### src/rtl/stepper_sequencer.sv
// rtl/stepper_sequencer.sv - command-driven 4-wire stepper phase sequencer
//
// Purpose:
//   Accepts a move command (direction, step count) through a valid/ready
//   handshake. It steps the coil phase pattern once every STEP_DIV clocks,
//   keeps a signed absolute position, and pulses done when the move ends,
//   whether it completed or was aborted.
//
// Optional feature:
//   STEPPER_HALF_STEP_EN - when defined, the 8-entry half-step table is used
//   and the phase index is 3 bits wide. When undefined, the 4-entry full-step
//   table is used and the phase index is 2 bits wide.
//
// Ports:
//   clock       in   1      system clock
//   reset       in   1      synchronous, active-high
//   cmd_valid   in   1      move command present
//   cmd_ready   out  1      command accepted when high (IDLE only)
//   cmd_dir     in   1      1 = forward (phase +1), 0 = reverse (phase -1)
//   cmd_steps   in   CNT_W  number of steps to take
//   abort       in   1      stop the current move (honoured in RUN only)
//   coil        out  4      coil drive {A,B,C,D}
//   busy        out  1      high while a move is running
//   done        out  1      one-cycle pulse at the end of a move
//   steps_left  out  CNT_W  steps remaining in the current or last move
//   position    out  32     signed absolute step count

module stepper_sequencer #(
  parameter int unsigned STEP_DIV = 50000,
  parameter int unsigned DIV_W    = 20,
  parameter int unsigned CNT_W    = 16,
  parameter bit          HOLD     = 1'b1
) (
  input  logic             clock,
  input  logic             reset,
  input  logic             cmd_valid,
  output logic             cmd_ready,
  input  logic             cmd_dir,
  input  logic [CNT_W-1:0] cmd_steps,
  input  logic             abort,
  output logic [3:0]       coil,
  output logic             busy,
  output logic             done,
  output logic [CNT_W-1:0] steps_left,
  output logic [31:0]      position
);

`ifdef STEPPER_HALF_STEP_EN
  localparam int unsigned PH_W = 3;
`else
  localparam int unsigned PH_W = 2;
`endif

  localparam logic [DIV_W-1:0] DIV_LAST = DIV_W'(STEP_DIV - 1);

  typedef enum logic [1:0] {
    S_IDLE = 2'd0,
    S_RUN  = 2'd1,
    S_DONE = 2'd2
  } state_t;

  state_t             state_q, state_d;
  logic [DIV_W-1:0]   div_q, div_d;
  logic [PH_W-1:0]    phase_q, phase_d;
  logic [3:0]         coil_q, coil_d;
  logic [CNT_W-1:0]   steps_left_q, steps_left_d;
  logic [31:0]        position_q, position_d;
  logic               dir_q, dir_d;

  // The phase index is a power-of-two width, so +/-1 wraps around the table
  // naturally (3->0 / 0->3 full-step, 7->0 / 0->7 half-step).
  function automatic logic [3:0] coil_lut(input logic [PH_W-1:0] ph);
    logic [3:0] pat;
    pat = 4'b0000;
`ifdef STEPPER_HALF_STEP_EN
    case (ph)
      3'd0: pat = 4'b1000;
      3'd1: pat = 4'b1100;
      3'd2: pat = 4'b0100;
      3'd3: pat = 4'b0110;
      3'd4: pat = 4'b0010;
      3'd5: pat = 4'b0011;
      3'd6: pat = 4'b0001;
      default: pat = 4'b1001;
    endcase
`else
    case (ph)
      2'd0: pat = 4'b1001;
      2'd1: pat = 4'b1100;
      2'd2: pat = 4'b0110;
      default: pat = 4'b0011;
    endcase
`endif
    return pat;
  endfunction

  always_ff @(posedge clock) begin
    if (reset) begin
      state_q      <= S_IDLE;
      div_q        <= '0;
      phase_q      <= '0;
      coil_q       <= 4'b0000;
      steps_left_q <= '0;
      position_q   <= '0;
      dir_q        <= 1'b0;
    end else begin
      state_q      <= state_d;
      div_q        <= div_d;
      phase_q      <= phase_d;
      coil_q       <= coil_d;
      steps_left_q <= steps_left_d;
      position_q   <= position_d;
      dir_q        <= dir_d;
    end
  end

  always_comb begin
    state_d      = state_q;
    div_d        = div_q;
    phase_d      = phase_q;
    coil_d       = coil_q;
    steps_left_d = steps_left_q;
    position_d   = position_q;
    dir_d        = dir_q;

    case (state_q)
      S_IDLE: begin
        if (cmd_valid) begin
          dir_d        = cmd_dir;
          steps_left_d = cmd_steps;
          div_d        = '0;
          state_d      = (cmd_steps == '0) ? S_DONE : S_RUN;
        end
      end

      S_RUN: begin
        if (abort) begin
          // Abort wins over a coincident step; the remaining count is kept.
          state_d = S_DONE;
        end else if (steps_left_q == '0) begin
          // The last step landed on the previous edge; finish one cycle later.
          state_d = S_DONE;
        end else if (div_q == DIV_LAST) begin
          div_d        = '0;
          phase_d      = dir_q ? (phase_q + 1'b1) : (phase_q - 1'b1);
          coil_d       = coil_lut(phase_d);
          steps_left_d = steps_left_q - 1'b1;
          position_d   = dir_q ? (position_q + 32'd1) : (position_q - 32'd1);
        end else begin
          div_d = div_q + 1'b1;
        end
      end

      S_DONE: begin
        state_d = S_IDLE;
      end

      default: begin
        state_d = S_IDLE;
      end
    endcase
  end

  assign cmd_ready  = (state_q == S_IDLE);
  assign busy       = (state_q == S_RUN);
  assign done       = (state_q == S_DONE);
  assign steps_left = steps_left_q;
  assign position   = position_q;
  // coil_q is zero from reset until the first step, so HOLD=1 idles at 0 too.
  assign coil       = ((state_q == S_IDLE) && !HOLD) ? 4'b0000 : coil_q;

endmodule

### config.mk
export PLATFORM = sky130hd
export DESIGN_NAME = stepper_sequencer
export DESIGN_NICKNAME = d
export VERILOG_FILES = /design/src/rtl/stepper_sequencer.sv
export SDC_FILE = /design/constraint.sdc
export NUM_CORES = 1
export LEC_CHECK = 0
export CORE_MARGIN = 8
export CORE_UTILIZATION = 41
export CTS_CLUSTER_DIAMETER = 30
export DETAILED_ROUTE_END_ITERATION = 8
export SYNTH_ARGS = -nofsm -noshare
export SYNTH_HDL_FRONTEND = slang
export SYNTH_SLANG_ARGS = --single-unit
### constraint.sdc
create_clock -name clock -period 7.7 [get_ports clock]
set_input_delay 1.54 -clock clock [delete_from_list [all_inputs] [get_ports clock]]
set_output_delay 1.54 -clock clock [all_outputs]
set_load 0.02 [all_outputs]
==> metrics, run 1 <==
largest family of logic cells by synthesized area simple AND/OR/NAND/NOR gates; Synth top area share 0.296; # diodes 0; H-tree depth 3; chip height 129 um; pwr/cell area 185 nW/um^2; RSZ-0062 raised after global routing false; final net count 769; most common cell after layout, fill and taps aside nand2_1; drt pass-1 iters 4; async set or reset register ratio after synthesis 0; final worst slack around 4 ns; Switching Share 0.328; Post-route DRC 0; Post-Synthesis Mean Instance Area about 7.9 sq um; Starting Density 0.416; clock share of power 0.362; Slew headroom 0.485; synth top area cells dfxtp_1, ha_1, nand2_1; largest net degree at the start of global routing 64; Util after Layout 0.504; die width 129 um; worst-case clock buffer depth 2; Tightest Pin Transition approximately 0.77 ns; register area share after synthesis 0.296; row cnt between 40 and 50; number of global-route vias before repair 4,802; cts hold-fix bufs 0; register bit count reported by yosys 77; layout cells sized above 1 0.0724; Synth Area in XOR/XNOR 0.0774; port buffer count 75; Final Slew Violations 0; most frequent cells in the layout nand2_1, dfxtp_1, clkdlybuf4s50_1, a21oi_1, nor2_1; Cell Area, Synth 5210 sq um; final setup vio count 0; Main synth FF type dfxtp_1; post-CTS sizing 0; crit-path leading delay family buffers and inverters; Buf+Inv Stages, Crit Path 2; Final period util 0.468; Area Growth Syn to Fin 21.3%; Post-Syn Instances 656; Remaining Overflow, GRT 0; Multi-input gate area 3450 sq um; outcome finished clean; clock root cell clkbuf_16; detailed placer's ending HPWL between 9000 and 10,000 um; Post-synth EDFFs 0; final WL 13,500 um; Fin Setup TNS 0 ns; Reg clk slew, reported paths 0.06 ns; DR vias 4,913; Yosys warning count 0; Clock Skews 0.00970 ns; synthesized-area fraction occupied by adder cells 0.0832; wire length of the first global-routing pass 22,700 um; synth unique cells 69; leakage dissipation 2.47 nW; CP endpoint kind primary output; slowest stage cell, crit path clkdlybuf4s50_1; register share of total power 0.376; Pint 0.784 mW; initial detailed-routing violation count 247; largest area contributor in the netlist dfxtp_1; register area ~1500 sq um; Filler cells about 1,300; min cycle time layout approximately 3.6 ns; crit-path max FO 23; mux cell area share after synthesis 0.0108; pre-CTS setup slack 3.98 ns; Clock Latency Late Sink 0.35 ns; Compound-Gate Fraction of Synth Area 0.241; Hold Vio Cnt, Final 0; Peak Freq approximately 280 MHz; Die ar. 16,600 sq um; Final Non-Filler Cells 890; initial antenna violation count 0; Critical Path Max Stage Delay ~0.74 ns; routed vias/inst 5.52; routed len/inst roughly 15 um; Worst setup SP type register; Logic pwr share 0.262; sw power 0.383 mW; Num CTS Buffers 9; syn_nets between 700 and 800; max cap viols 0; Core ar. 12,500 sq um; I/O Pins 76; worst setup path class register to primary output; CTS sink cnt 77; Antenna Violating Nets Remaining 0; routability cong. 0.864; cells along the critical path nand2b_1 > inv_1 > clkdlybuf4s50_1; HP Class register to register; Post-Synth Simple-Gate Area 0.249; Critical Path RT 6.16 ns; All-Layer GR Usage 0.169; CTS tree done; Setup Buffers After CTS 0; placed cell count 875; maximum vdd drop 0.0997 mV; Worst Path Arrival 2.06 ns
cell type report:
| type | count | area share |
|---|---|---|
| clock inverters | 6 | 0.0103 |
| flip-flops and latches | 77 | 0.244 |
| inverters | 12 | 0.00713 |
| multi-input cells | 535 | 0.546 |
| well taps | 172 | 0.0341 |
| repair buffers | 79 | 0.123 |
| clock buffers | 9 | 0.0357 |
cells in the mapped netlist, types with 7 or more instances:
cell type  instances
o21ai_0           28
nor4_1             7
dfxtp_1           77
a211oi_1          11
ha_1              33
nand3_1           26
inv_1             12
xnor2_1           23
nand4_1            9
a22oi_1            7
a21o_1            13
clkbuf_1          11
o21ai_2            8
nor2_1            59
nand2_1           94
nor3_1            14
a31oi_1           10
xor2_1            23
and3_1            14
nor2b_1            9
buf_2              8
a21oi_1           68
through the flow:
| step | instance area, sq um | hold WS, ns | total power [mW] |
|---|---|---|---|
| 3_3_place_gp | 6020 | 0.463 | 0.745 |
| 3_5_place_dp | 6020 | 0.467 | 0.750 |
| 4_1_cts | 6310 | 0.477 | 1.18 |
| 2_1_floorplan | 5210 | 0.462 | 0.666 |
| 6_report | 6310 | 0.470 | 1.17 |
| 5_1_grt | 6310 | 0.480 | 1.23 |
tightest hold or removal path, stage by stage, from the launching register on:
cell     delay, ns
dfxtp_1       0.32
nand2_1       0.06
a21oi_1       0.05
per-layer routing:
metal / GRT usage / part of all wire
met1: 0.198 / 0.46
met2: 0.288 / 0.47
met3: 0.0405 / 0.050
met4: 0.0719 / 0.020
met5: 0 / 0
flip-flops by register name, indices dropped and copies added, names as in the netlist:
register,cells
dir_q,1
phase_q,2
state_q,2
steps_left,16
coil,4
div_q,20
position,32
power groups by stage:
stage               Sequential (mW)  Clock [mW]  Combinational [mW]
CTS                           0.438       0.435               0.305
global placement              0.447           0               0.298
detailed placement            0.447           0               0.303
global route                  0.442       0.451               0.337
floorplan                     0.457           0               0.209
finish                        0.439       0.422               0.306
kinds of logic after synthesis:
| family | count (synthesis) |
|---|---|
| simple gates | 261 |
| flops | 77 |
| buf+inv | 44 |
| mux | 5 |
| xor+xnor | 46 |
| fa+ha+maj | 34 |
| compound gates | 189 |
worst paths after layout:
| kind | start | end | slack, ns | cells past startpoint |
|---|---|---|---|---|
| hold reg to reg | position[9]$_SDFFE_PP0P_ | position[9]$_SDFFE_PP0P_ | 0.47 | 2 |
| setup / recovery | state_q[0]$_SDFFE_PP0P_ | busy | 4.10 | 3 |
| setup reg to reg | dir_q$_SDFFE_PP0P_ | position[31]$_SDFFE_PP0P_ | 4.42 | 11 |
| hold / removal | position[9]$_SDFFE_PP0P_ | position[9]$_SDFFE_PP0P_ | 0.47 | 2 |
(Power assumes the default switching activity.)
==> run 2: changes to the inputs <==
==> constraint.sdc (replaced) <==
create_clock -name clock -period 3.4 [get_ports clock]
set_input_delay 0.68 -clock clock [delete_from_list [all_inputs] [get_ports clock]]
set_output_delay 0.68 -clock clock [all_outputs]
set_load 0.02 [all_outputs]
==> metrics, run 2 (synthesized netlist as in run 1, its figures left out) <==
Worst setup SP type register; clock share of power 0.383; max cap viols 0; routed len/inst 15.4 um; maximum vdd drop 0.242 mV; CTS sink cnt 77; routability cong. approximately 0.88; worst-case clock buffer depth 2; final setup vio count 0; H-tree depth 3; detailed placer's ending HPWL 9980 um; outcome finished clean; row cnt between 40 and 50; Met2 Wirelength 6420 um; Pint 1.86 mW; metal3 WL 761 um; port buffer count 75; CP endpoint kind register; Fin Setup TNS 0 ns; initial antenna violation count 0; most common cell after layout, fill and taps aside nand2_1; Buf+Inv Stages, Crit Path 2; All-Layer GR Usage 0.169; HP Class register to register; Switching Share 0.322; layout cells sized above 1 0.0801; Hold Vio Cnt, Final 0; final WL 13,800 um; Min Hold Slack 0.471 ns; Tightest Pin Transition 0.767 ns; sw power roughly 0.89 mW; cts hold-fix bufs 0; Clock Latency Late Sink ~0.35 ns; Slew headroom 0.489; Hold Crit Depth 2; # diodes 0; register share of total power 0.361; Core ar. roughly 13,000 sq um; number of global-route vias before repair 4,847; wire length of the first global-routing pass 23,000 um; I/O Pins 76; cells along the critical path inv_1 > buf_4 > ha_1 > nor2b_1 > o31ai_1 > a31o_1 > o21ai_2 > a31o_4 > a21oi_1 > mux2_4 > a311o_1; Multi-input gate area roughly 3400 sq um; register area 1540 sq um; crit-path max FO 26; CTS tree done; Reg clk slew, reported paths 0.06 ns; Starting Density 0.416; Critical Path RT 3.63 ns; Area Growth Syn to Fin 22.6%; routed length on met1 6280 um; leakage dissipation 2.50 nW; Clock Skews 0.00698 ns; Final Slew Violations 0; pwr/cell area 431 nW/um^2; worst r2r path cells 11; largest net degree at the start of global routing 61; max FFs per register 32; Crit path depth 11; die width about 130 um; post-CTS sizing 0; Die ar. 16,600 sq um; routed vias/inst roughly 5.5; Num CTS Buffers 9; Remaining Overflow, GRT 0; initial detailed-routing violation count approximately 230; RSZ-0062 raised after global routing false; drt pass-1 iters 4; final net count 774; top layer in use met4; clock root cell clkbuf_16; worst setup path class register to register; chip height roughly 130 um; Logic pwr share 0.256; Worst Path Arrival 3.24 ns; min cycle time layout 3.01 ns; Post-route DRC 0; Total Power 2.75 mW; Peak Freq between 300 and 400 MHz; Critical Path Max Stage Delay roughly 0.33 ns; crit-path leading delay family compound AO/OA/AOI/OAI gates; Final period util 0.885; DR vias between 4,000 and 5,000; most frequent cells in the layout nand2_1, dfxtp_1, clkdlybuf4s50_1, a21oi_1, nor2_1; Antenna Violating Nets Remaining 0; Setup Buffers After CTS 0; slowest stage cell, crit path ha_1; Filler cells 1,239
[run 2: changes by cell type in the layout (fill, tap and decap cells not counted), sizes merged]
| cell | previous run | this run |
|---|---|---|
| buf | 5 | 10 |
| bufinv | 1 | 2 |
| clkinv | 4 | 2 |
| clkinvlp | 1 | 2 |
| inv | 12 | 13 |
[run 2: per-layer routing]
metal,vias up,global-route usage
li1,2498,-
met1,2313,0.206
met2,122,0.277
met3,25,0.0389
met4,0,0.0767
met5,-,0
[run 2: worst paths after layout]
path	slack [ns]	to	from
max	0.39	position[30]$_SDFFE_PP0P_	dir_q$_SDFFE_PP0P_
min	0.47	position[8]$_SDFFE_PP0P_	position[8]$_SDFFE_PP0P_
max reg2reg	0.39	position[30]$_SDFFE_PP0P_	dir_q$_SDFFE_PP0P_
min reg2reg	0.47	position[8]$_SDFFE_PP0P_	position[8]$_SDFFE_PP0P_
[run 2: worst min-delay path: stages, from the launching register on]
cell	delay [ns]
dfxtp_1	0.32
nand2_1	0.06
a21oi_1	0.05
[run 2: area by class of cell]
class | instances | share of cell area
multi-input cells | 535 | 0.540
flip-flops and latches | 77 | 0.241
repair buffers | 84 | 0.127
clock buffers | 9 | 0.0353
well taps | 172 | 0.0337
clock inverters | 7 | 0.0153
inverters | 12 | 0.00706
[run 2: metrics by stage]
stage	instance area, sq um	std cells	setup WS [ns]	utilization
floorplan	5210	656	0.315	-
global placement	6060	880	0.485	0.484
detailed placement	6060	880	0.432	0.484
CTS	6380	896	0.411	0.510
global route	6380	896	0.180	0.510
finish	6380	896	0.391	0.510
[run 2: power groups by stage]
stage                     registers [mW]  logic, mW  clock network (mW)
after floorplan                     1.04      0.473                   0
after global placement              1.01      0.692                   0
after detailed placement            1.01      0.697                   0
after CTS                          0.990      0.702                1.08
after global routing               0.997      0.776                1.11
final                              0.992      0.704                1.05
==> run 3: changes to the inputs <==
--- a/config.mk
+++ b/config.mk
@@ -8,6 +8,7 @@
 export CORE_MARGIN = 8
 export CORE_UTILIZATION = 41
 export CTS_CLUSTER_DIAMETER = 30
+export CTS_CLUSTER_SIZE = 20
 export DETAILED_ROUTE_END_ITERATION = 8
 export SYNTH_ARGS = -nofsm -noshare
 export SYNTH_HDL_FRONTEND = slang
==> results of run 3 <==
The final DEF is identical to that of run 2; final timing and power are the same.
